### config.mk
export PLATFORM = sky130hd
export DESIGN_NAME = bit_serial_adder
export DESIGN_NICKNAME = d
export VERILOG_FILES = /design/src/rtl/bit_serial_adder_pkg.sv /design/src/rtl/bit_serial_adder_fa.sv /design/src/rtl/bit_serial_adder.sv
export SDC_FILE = /design/constraint.sdc
export NUM_CORES = 1
export LEC_CHECK = 0
export BUFFER_PORTS_ARGS = -buffer_cell sky130_fd_sc_hd__buf_2
export CAP_MARGIN = 20
export CELL_PAD_IN_SITES_DETAIL_PLACEMENT = 1
export CELL_PAD_IN_SITES_GLOBAL_PLACEMENT = 2
export CORE_AREA = 2 2 79 81
export CTS_BUF_LIST = sky130_fd_sc_hd__clkbuf_4 sky130_fd_sc_hd__clkbuf_8
export DETAILED_ROUTE_END_ITERATION = 12
export DIE_AREA = 0 0 81 83
export GPL_TIMING_DRIVEN = 1
export PLACE_DENSITY_LB_ADDON = 0.1
export SLEW_MARGIN = 20
export SYNTH_ARGS = -nofsm -noshare
export SYNTH_HDL_FRONTEND = slang
export SYNTH_HIERARCHICAL = 1
export SYNTH_SLANG_ARGS = --single-unit
export TNS_END_PERCENT = 1
### constraint.sdc
create_clock -name clk -period 1.65 [get_ports clk]
set_clock_uncertainty 0.05 [all_clocks]
set_input_delay 0.0825 -clock clk [delete_from_list [all_inputs] [get_ports clk]]
set_output_delay 0.0825 -clock clk [all_outputs]
set_load 0.02 [all_outputs]
### src/rtl/bit_serial_adder_pkg.sv
// Shared types and helpers for the bit-serial adder.
// FSM state encoding and counter width helper.
package bit_serial_adder_pkg;

  typedef enum logic [1:0] {
    S_IDLE = 2'd0,
    S_ADD  = 2'd1,
    S_DONE = 2'd2
  } state_t;

  // Counter must hold 0..WIDTH-1; never narrower than one bit.
  function automatic int cnt_w(input int w);
    int r;
    r = $clog2(w + 1);
    return (r < 1) ? 1 : r;
  endfunction

endpackage

### src/rtl/bit_serial_adder_fa.sv
// Half-adder cell and the full-adder bit built from two of them.
// The serial datapath uses one full_adder_bit per bit slot.
module half_adder (
  input  logic a,
  input  logic b,
  output logic sum,
  output logic cout
);

  assign sum  = a ^ b;
  assign cout = a & b;

endmodule

module full_adder_bit (
  input  logic a,
  input  logic b,
  input  logic cin,
  output logic sum,
  output logic cout
);

  logic s1;
  logic c1;
  logic c2;

  half_adder u_ha0 (
    .a    (a),
    .b    (b),
    .sum  (s1),
    .cout (c1)
  );

  half_adder u_ha1 (
    .a    (s1),
    .b    (cin),
    .sum  (sum),
    .cout (c2)
  );

  assign cout = c1 | c2;

endmodule

### src/rtl/bit_serial_adder.sv
// LSB-first bit-serial adder, one bit per clock.
// Valid/ready on both sides; result held in DONE until taken.
module bit_serial_adder
  import bit_serial_adder_pkg::*;
#(
  parameter int WIDTH = 8
) (
  input  logic             clk,
  input  logic             rst,
  input  logic             in_valid,
  output logic             in_ready,
  input  logic [WIDTH-1:0] a,
  input  logic [WIDTH-1:0] b,
  input  logic             cin,
  output logic             out_valid,
  input  logic             out_ready,
  output logic [WIDTH-1:0] sum,
  output logic             cout,
  output logic             busy
);

  localparam int CW = cnt_w(WIDTH);
  localparam logic [CW-1:0] LAST = CW'(WIDTH - 1);

  state_t          state;
  logic [WIDTH-1:0] sa;
  logic [WIDTH-1:0] sb;
  logic [WIDTH-1:0] sum_sr;
  logic            carry;
  logic [CW-1:0]   cnt;
  logic            fa_s;
  logic            fa_c;

  full_adder_bit u_fa (
    .a    (sa[0]),
    .b    (sb[0]),
    .cin  (carry),
    .sum  (fa_s),
    .cout (fa_c)
  );

  assign in_ready = (state == S_IDLE) & ~rst;

  always_ff @(posedge clk) begin
    if (rst) begin
      state     <= S_IDLE;
      sa        <= '0;
      sb        <= '0;
      sum_sr    <= '0;
      carry     <= 1'b0;
      cnt       <= '0;
      out_valid <= 1'b0;
      sum       <= '0;
      cout      <= 1'b0;
      busy      <= 1'b0;
    end else begin
      case (state)
        S_IDLE: begin
          if (in_valid) begin
            sa    <= a;
            sb    <= b;
            carry <= cin;
            cnt   <= '0;
            state <= S_ADD;
            busy  <= 1'b1;
          end
        end
        S_ADD: begin
          sa     <= sa >> 1;
          sb     <= sb >> 1;
          sum_sr <= (sum_sr >> 1)
                  | (WIDTH'(fa_s) << (WIDTH - 1));
          carry  <= fa_c;
          cnt    <= cnt + 1'b1;
          if (cnt == LAST) state <= S_DONE;
        end
        S_DONE: begin
          // First DONE cycle latches the result; later ones wait for the consumer.
          if (!out_valid) begin
            out_valid <= 1'b1;
            sum       <= sum_sr;
            cout      <= carry;
          end else if (out_ready) begin
            out_valid <= 1'b0;
            busy      <= 1'b0;
            state     <= S_IDLE;
          end
        end
        default: begin
          state     <= S_IDLE;
          out_valid <= 1'b0;
          busy      <= 1'b0;
        end
      endcase
    end
  end

endmodule

==> run summary, run 1 <==
status: finished clean
crit path launch type: register
gr ovfl total: 0
Final WS setup: 0.175 ns
initial DRC count: 41
switching fraction of total power: 26.0%
Initial Utilization: 29.7%
nets: 270
Slew headroom: 73.8%
CP Cell Sequence: nor3b_1 > buf_4 > mux2i_1 > nor2_1
largest net degree at the start of global routing: 25
fin. max-slew vios: 0
count of cell types in the netlist: 29
CP max FO: 12
most frequent cells in the layout: dfxtp_1 (42), nand2_1 (37), buf_2 (32)
max frequency: 678 MHz
layout cells sized above 1: 20.6%
row count: 28
Die Span Y: 83 um
gpl congestion: 0.691
routed len/inst: 13.3 um
Hold Fails Final Rpt: 0
# fillers: 700
IO Pins: 33
Worst setup EP type: register
core area: 5820 um2
WS Path Type: register to register
number of global-route vias before repair: 1617
Post-CTS Setup Bufs: 0
critical path arrival: 1.60 ns
register share of total power: 54.3%
pre-CTS setup slack: 0.174 ns
commonest non-fill, non-tap cell in the layout: dfxtp_1
Post-Synthesis Cells: 202
Layout area overhead: 27.1%
period utilisation layout: 89.4%
die area: 6720 um2
PortBufs: 32
ant diodes: 0
vias post-DR: 1559
Post-Route Setup TNS: 0 ns
RSZ-0062 raised after global routing: no
final WL: 4.29 mm
clock-pin slew on the worst setup and hold paths: 0.08 ns
worst skew pair latency: 0.29 ns
final setup fails: 0
H-tree level count: 2
CTS tree: done
power density cells: 914 nW/um2
First-pass DRT Iterations: 4
Synth Cell Area: 1730 um2
Slew @ Worst Pin: 0.393 ns
total track usage: 14.1%
Critical Path Max Stage Delay: 0.53 ns
clk sink count: 42
Clock Path Buffers: 2
Clk pwr share: 33.4%
root buf cell: clkbuf_8
internal power: 1.49 mW
Yosys warnings: 6
Die Span X: 81 um
#FFs+latches synth: 42
Mean Syn Cell Area: 8.56 um2
worst hold slack: 0.0220 ns
CTS Buf Count: 5
DRC Markers: 0
Antenna Nets Post-Route: 0
post-detail-place hpwl: 3.00 mm
VDD IR max: 391 uV
Leakage: 0.897 nW
Tmin final: 1.47 ns
sequential area share after synthesis: 48.6%
Data required, critical path: 1.77 ns
Gate power share: 12.3%
Net Count, Synth: 226
HP Class: primary input to register
first-pass GRT wire length: 7.49 mm
vias per inst: 4.84
slowest cell on the critical path: dfxtp_1
Max Cap Viol: 0
initial antenna violation count: 0
Net Switching: 522 uW
==> final cells by class <==
class	instances	area (um2)	area share [%]
sequential	42	841	38.2
multi-input combinational	143	801	36.4
timing repair buffer	54	373	17.0
tap	75	93.8	4.27
clock buffer	6	76.3	3.47
clock inverter	2	13.8	0.626
==> worst paths after layout <==
kind / endpoint / slack (ns) / cells after the start / from
worst min register to register: sum_sr[0] / 0.42 / 2 / sum_sr[0]
worst max register to register: sum[2] / 0.18 / 4 / state[1]
worst max-delay path: sum[2] / 0.18 / 4 / state[1]
worst min-delay path: sa[7] / 0.02 / 3 / a[7]
==> cell families (layout without fill, tap and decap cells) <==
family | after synthesis | after routing | share of synthesized area, %
simple gates | 80 | 80 | 20.3
mux | 9 | 9 | 5.21
buf+inv | 17 | 62 | 5.07
compound gates | 51 | 51 | 18.7
flops | 42 | 42 | 48.6
fa+ha+maj | 3 | 3 | 2.17
==> synthesized netlist by cell type <==
cell	count	area, um2
a32oi_1	2	17.5
and2b_1	1	7.51
nor2b_1	1	6.26
nand3_1	2	10.0
ha_1	3	37.5
nand2_1	37	139
or4b_1	1	10.0
buf_2	10	50.1
nand2_4	1	11.3
o32a_1	1	10.0
or2_1	1	6.26
nand2b_1	1	6.26
nor2_1	29	109
a31oi_1	1	6.26
a311oi_1	1	8.76
a21oi_1	27	135
a22oi_1	1	7.51
mux2i_1	9	90.1
nor3_1	2	10.0
a211oi_1	15	113
buf_6	1	11.3
buf_4	1	7.51
o21bai_1	2	15.0
clkbuf_1	5	18.8
o21ba_2	1	10.0
nor3b_1	2	15.0
or3_1	1	6.26
dfxtp_1	42	841
nand2b_4	1	13.8
==> layer usage <==
layer / GRT usage (%) / up-vias / wire (um)
li1: - / 782 / -
met4: 5.86 / 0 / 49
met3: 2.93 / 7 / 149
met1: 18.2 / 744 / 2040
met2: 22.7 / 26 / 2050
met5: 0 / - / 0
==> timing repair <==
action | CTS | global route
hold endpoints to repair | 14 | 0
resized for setup | 0 | 0
hold buffers | 14 | 0
endpoints found under the setup margin | 0 | 0
==> per-stage QoR <==
step / utilization, % / instances / area, um2 / power (mW)
final: 37.8 / 322 / 2200 / 2.01
after global routing: 37.8 / 322 / 2200 / 2.13
after CTS: 37.8 / 322 / 2200 / 2.05
after detailed placement: 33.8 / 300 / 1970 / 1.34
after global placement: 33.8 / 300 / 1970 / 1.33
after floorplan: - / 202 / 1730 / 1.26
==> sequential cells by signal, summed over array words and instances, names as in the netlist <==
register   count
busy           1
sb             8
cnt            4
sum_sr         8
carry          1
state          2
cout           1
sa             8
out_valid      1
sum            8
==> critical path, delay by kind of cell, from the launching register on <==
| kind | cells | cell delay [ns] |
|---|---|---|
| and+or+nand+nor | 2 | 0.29 |
| buffers and inverters | 1 | 0.24 |
| muxes | 1 | 0.24 |
| DFF | 1 | 0.53 |
==> power by group through the flow <==
stage | clock network, mW | logic [mW] | registers [mW]
2_1_floorplan | 0 | 0.151 | 1.11
3_3_place_gp | 0 | 0.219 | 1.11
3_5_place_dp | 0 | 0.224 | 1.11
4_1_cts | 0.704 | 0.252 | 1.09
5_1_grt | 0.744 | 0.286 | 1.10
6_report | 0.671 | 0.248 | 1.09
Power figures use the tool's default switching activity.
==> run 2, diff against run 1 <==
CORE_AREA = 2 2 76 78   (was 2 2 79 81)
DIE_AREA = 0 0 78 80   (was 0 0 81 83)
SYNTH_HIERARCHICAL = default   (was 1)
==> run summary, run 2 <==
layout cells sized above 1: 21.3% (was 20.6%)
Antenna Nets Post-Route: 0 (unchanged)
EDFF count, synth: 0 (unchanged)
crit path launch type: register (unchanged)
top_reg_cell synth: dfxtp_1 (unchanged)
gpl congestion: 0.677 (was 0.691)
CTS tree: done (unchanged)
Mean Syn Cell Area: 8.81 um2 (was 8.56 um2)
HP Class: primary input to register (unchanged)
design area: 2230 um2 (was 2200 um2)
#FFs+latches synth: 42 (unchanged)
Data required, critical path: 1.82 ns (was 1.77 ns)
Slew headroom: 71.9% (was 73.8%)
cts repair resizes: 0 (unchanged)
Worst Path Buf+Inv: 1 (unchanged)
Die Span X: 78 um (was 81 um)
CP Cell Sequence: buf_4 > nand2b_4 > or3_1 > a31oi_1 (was nor3b_1 > buf_4 > mux2i_1 > nor2_1)
Hold Fails Final Rpt: 0 (unchanged)
VDD IR max: 343 uV (was 391 uV)
commonest non-fill, non-tap cell in the layout: dfxtp_1 (unchanged)
root buf cell: clkbuf_8 (unchanged)
worst hold slack: 0.00692 ns (was 0.0220 ns)
clk sink count: 42 (unchanged)
post-synth top area share: 47.5% (was 48.6%)
final setup fails: 0 (unchanged)
number of global-route vias before repair: 1570 (was 1617)
initial antenna violation count: 0 (unchanged)
core area: 5410 um2 (was 5820 um2)
H-tree level count: 2 (unchanged)
vias post-DR: 1530 (was 1559)
max frequency: 696 MHz (was 678 MHz)
final WL: 4.11 mm (was 4.29 mm)
Yosys warnings: 0 (was 6)
first-pass GRT wire length: 7.18 mm (was 7.49 mm)
most frequent cells in the layout: dfxtp_1 (42), nand2_1 (39), buf_2 (32) (was dfxtp_1 (42), nand2_1 (37), buf_2 (32))
top post-synthesis cells by area: dfxtp_1 (47%), nand2_1 (8.3%), a21oi_1 (7.3%), a211oi_1 (6.4%), nor2_1 (6.1%) (was dfxtp_1 (49%), nand2_1 (8.0%), a21oi_1 (7.8%), a211oi_1 (6.5%), nor2_1 (6.3%))
hold path startpoint: b[6] (was a[7])
count of cell types in the netlist: 31 (was 29)
CP max FO: 10 (was 12)
IO Pins: 33 (unchanged)
Initial Utilization: 32.8% (was 29.7%)
Tmin final: 1.44 ns (was 1.47 ns)
ant diodes: 0 (unchanged)
Critical path origin: state[0] (was state[1])
largest net degree at the start of global routing: 27 (was 25)
total track usage: 14.6% (was 14.1%)
power density cells: 971 nW/um2 (was 914 nW/um2)
Synth area leader: dfxtp_1 (unchanged)
sequential area share after synthesis: 47.5% (was 48.6%)
synth cell count leaders: dfxtp_1 (42), nand2_1 (39), nor2_1 (29) (was dfxtp_1 (42), nand2_1 (37), nor2_1 (29))
Async S/R FF share, synth: 0% (unchanged)
period utilisation layout: 87.1% (was 89.4%)
nets: 266 (was 270)
vias per inst: 4.84 (about the same)
status: finished clean (unchanged)
Critical Path Max Stage Delay: 0.47 ns (was 0.53 ns)
row count: 27 (was 28)
Post-Synthesis Cells: 201 (was 202)
First-pass DRT Iterations: 4 (unchanged)
clock-pin slew on the worst setup and hold paths: 0.08 ns (about the same)
most frequent cell after synthesis: dfxtp_1 (unchanged)
gr ovfl total: 0 (unchanged)
Layout area overhead: 25.9% (was 27.1%)
worst skew pair latency: 0.29 ns (about the same)
RSZ-0062 raised after global routing: no (unchanged)
initial DRC count: 36 (was 41)
CTS Buf Count: 5 (unchanged)
post-detail-place hpwl: 2.85 mm (was 3.00 mm)
DRC Markers: 0 (unchanged)
setup slack, reg-to-reg: 0.21 ns (was 0.18 ns)
Synth Cell Area: 1770 um2 (was 1730 um2)
placed inst area: 1990 um2 (was 1970 um2)
Clock Path Buffers: 2 (unchanged)
routed len/inst: 13.0 um (was 13.3 um)
Leakage: 0.893 nW (was 0.897 nW)
Reg2Reg Launch Point: state[0] (was state[1])
Max Cap Viol: 0 (unchanged)
Worst setup EP type: register (unchanged)
CP top delay family: flip-flops (unchanged)
critical path arrival: 1.61 ns (was 1.60 ns)
fin. max-slew vios: 0 (unchanged)
PortBufs: 32 (unchanged)
Die Span Y: 80 um (was 83 um)
Net Count, Synth: 224 (was 226)
WS Path Type: register to register (unchanged)
slowest cell on the critical path: dfxtp_1 (unchanged)
die area: 6240 um2 (was 6720 um2)
Slew @ Worst Pin: 0.422 ns (was 0.393 ns)
Post-Route Setup TNS: 0 ns (unchanged)
-- run 2: cell count changes after synthesis, moves of 2 or more --
| cell | before | now |
|---|---|---|
| nand2_1 | 37 | 39 |
| ha_1 | 3 | 1 |
| buf_6 | 1 | 3 |
| nor3b_1 | 2 | 0 |
| buf_4 | 1 | 5 |
| buf_2 | 10 | 3 |
-- run 2: logic make-up (layout without fill, tap and decap cells) --
group                      after synthesis  count (layout)  synth area share, %
muxes                                    9               9                 5.08
buffers and inverters                   17              60                 7.06
DFF                                     42              42                 47.5
and+or+nand+nor                         80              80                 19.3
adders and majority gates                2               2                 1.84
AOI/OAI and AO/OA                       51              51                 19.2
-- run 2: final timing paths --
kind | depth (start not counted) | end
max | 4 | cnt[3]
min | 3 | sb[6]
max reg2reg | 4 | cnt[3]
min reg2reg | 2 | sum_sr[0]
-- run 2: power by group --
part	switching [mW]	internal, mW
registers	0.0329	1.06
logic	0.133	0.117
clock network	0.356	0.468
-- run 2: routing by layer --
layer / up-vias / global-route usage [%] / wire length, um
li1: 770 / - / -
met1: 729 / 16.9 / 1880
met2: 25 / 25.9 / 2030
met3: 6 / 3.62 / 141
met4: 0 / 5.26 / 52
met5: - / 0 / 0
-- run 2: timing repair --
action / in CTS / in global routing
hold buffers: 13 / 0
buffers inserted: 0 / 0
endpoints found under the hold margin: 13 / 0
-- run 2: through the flow --
stage	setup slack (ns)	utilization (%)	std cells	total power, mW
finish	0.213	41.3	316	2.17
floorplan	0.410	-	201	1.27
CTS	0.191	41.3	316	2.20
global placement	0.267	36.8	295	1.34
global route	0.0346	41.3	316	2.28
detailed placement	0.200	36.8	295	1.35
-- run 2: cell type report --
class | count | area, um2
well taps | 72 | 90.1
clock inverters | 2 | 37.5
repair buffers | 52 | 380
clock buffers | 6 | 76.3
multi-input cells | 142 | 806
fillers | 670 | 3170
flip-flops and latches | 42 | 841
-- run 2: worst min-delay path, delay by kind of cell --
family	cells	cell delay, ns
simple gates	1	0.06
compound gates	1	0.06
buf+inv	1	0.10
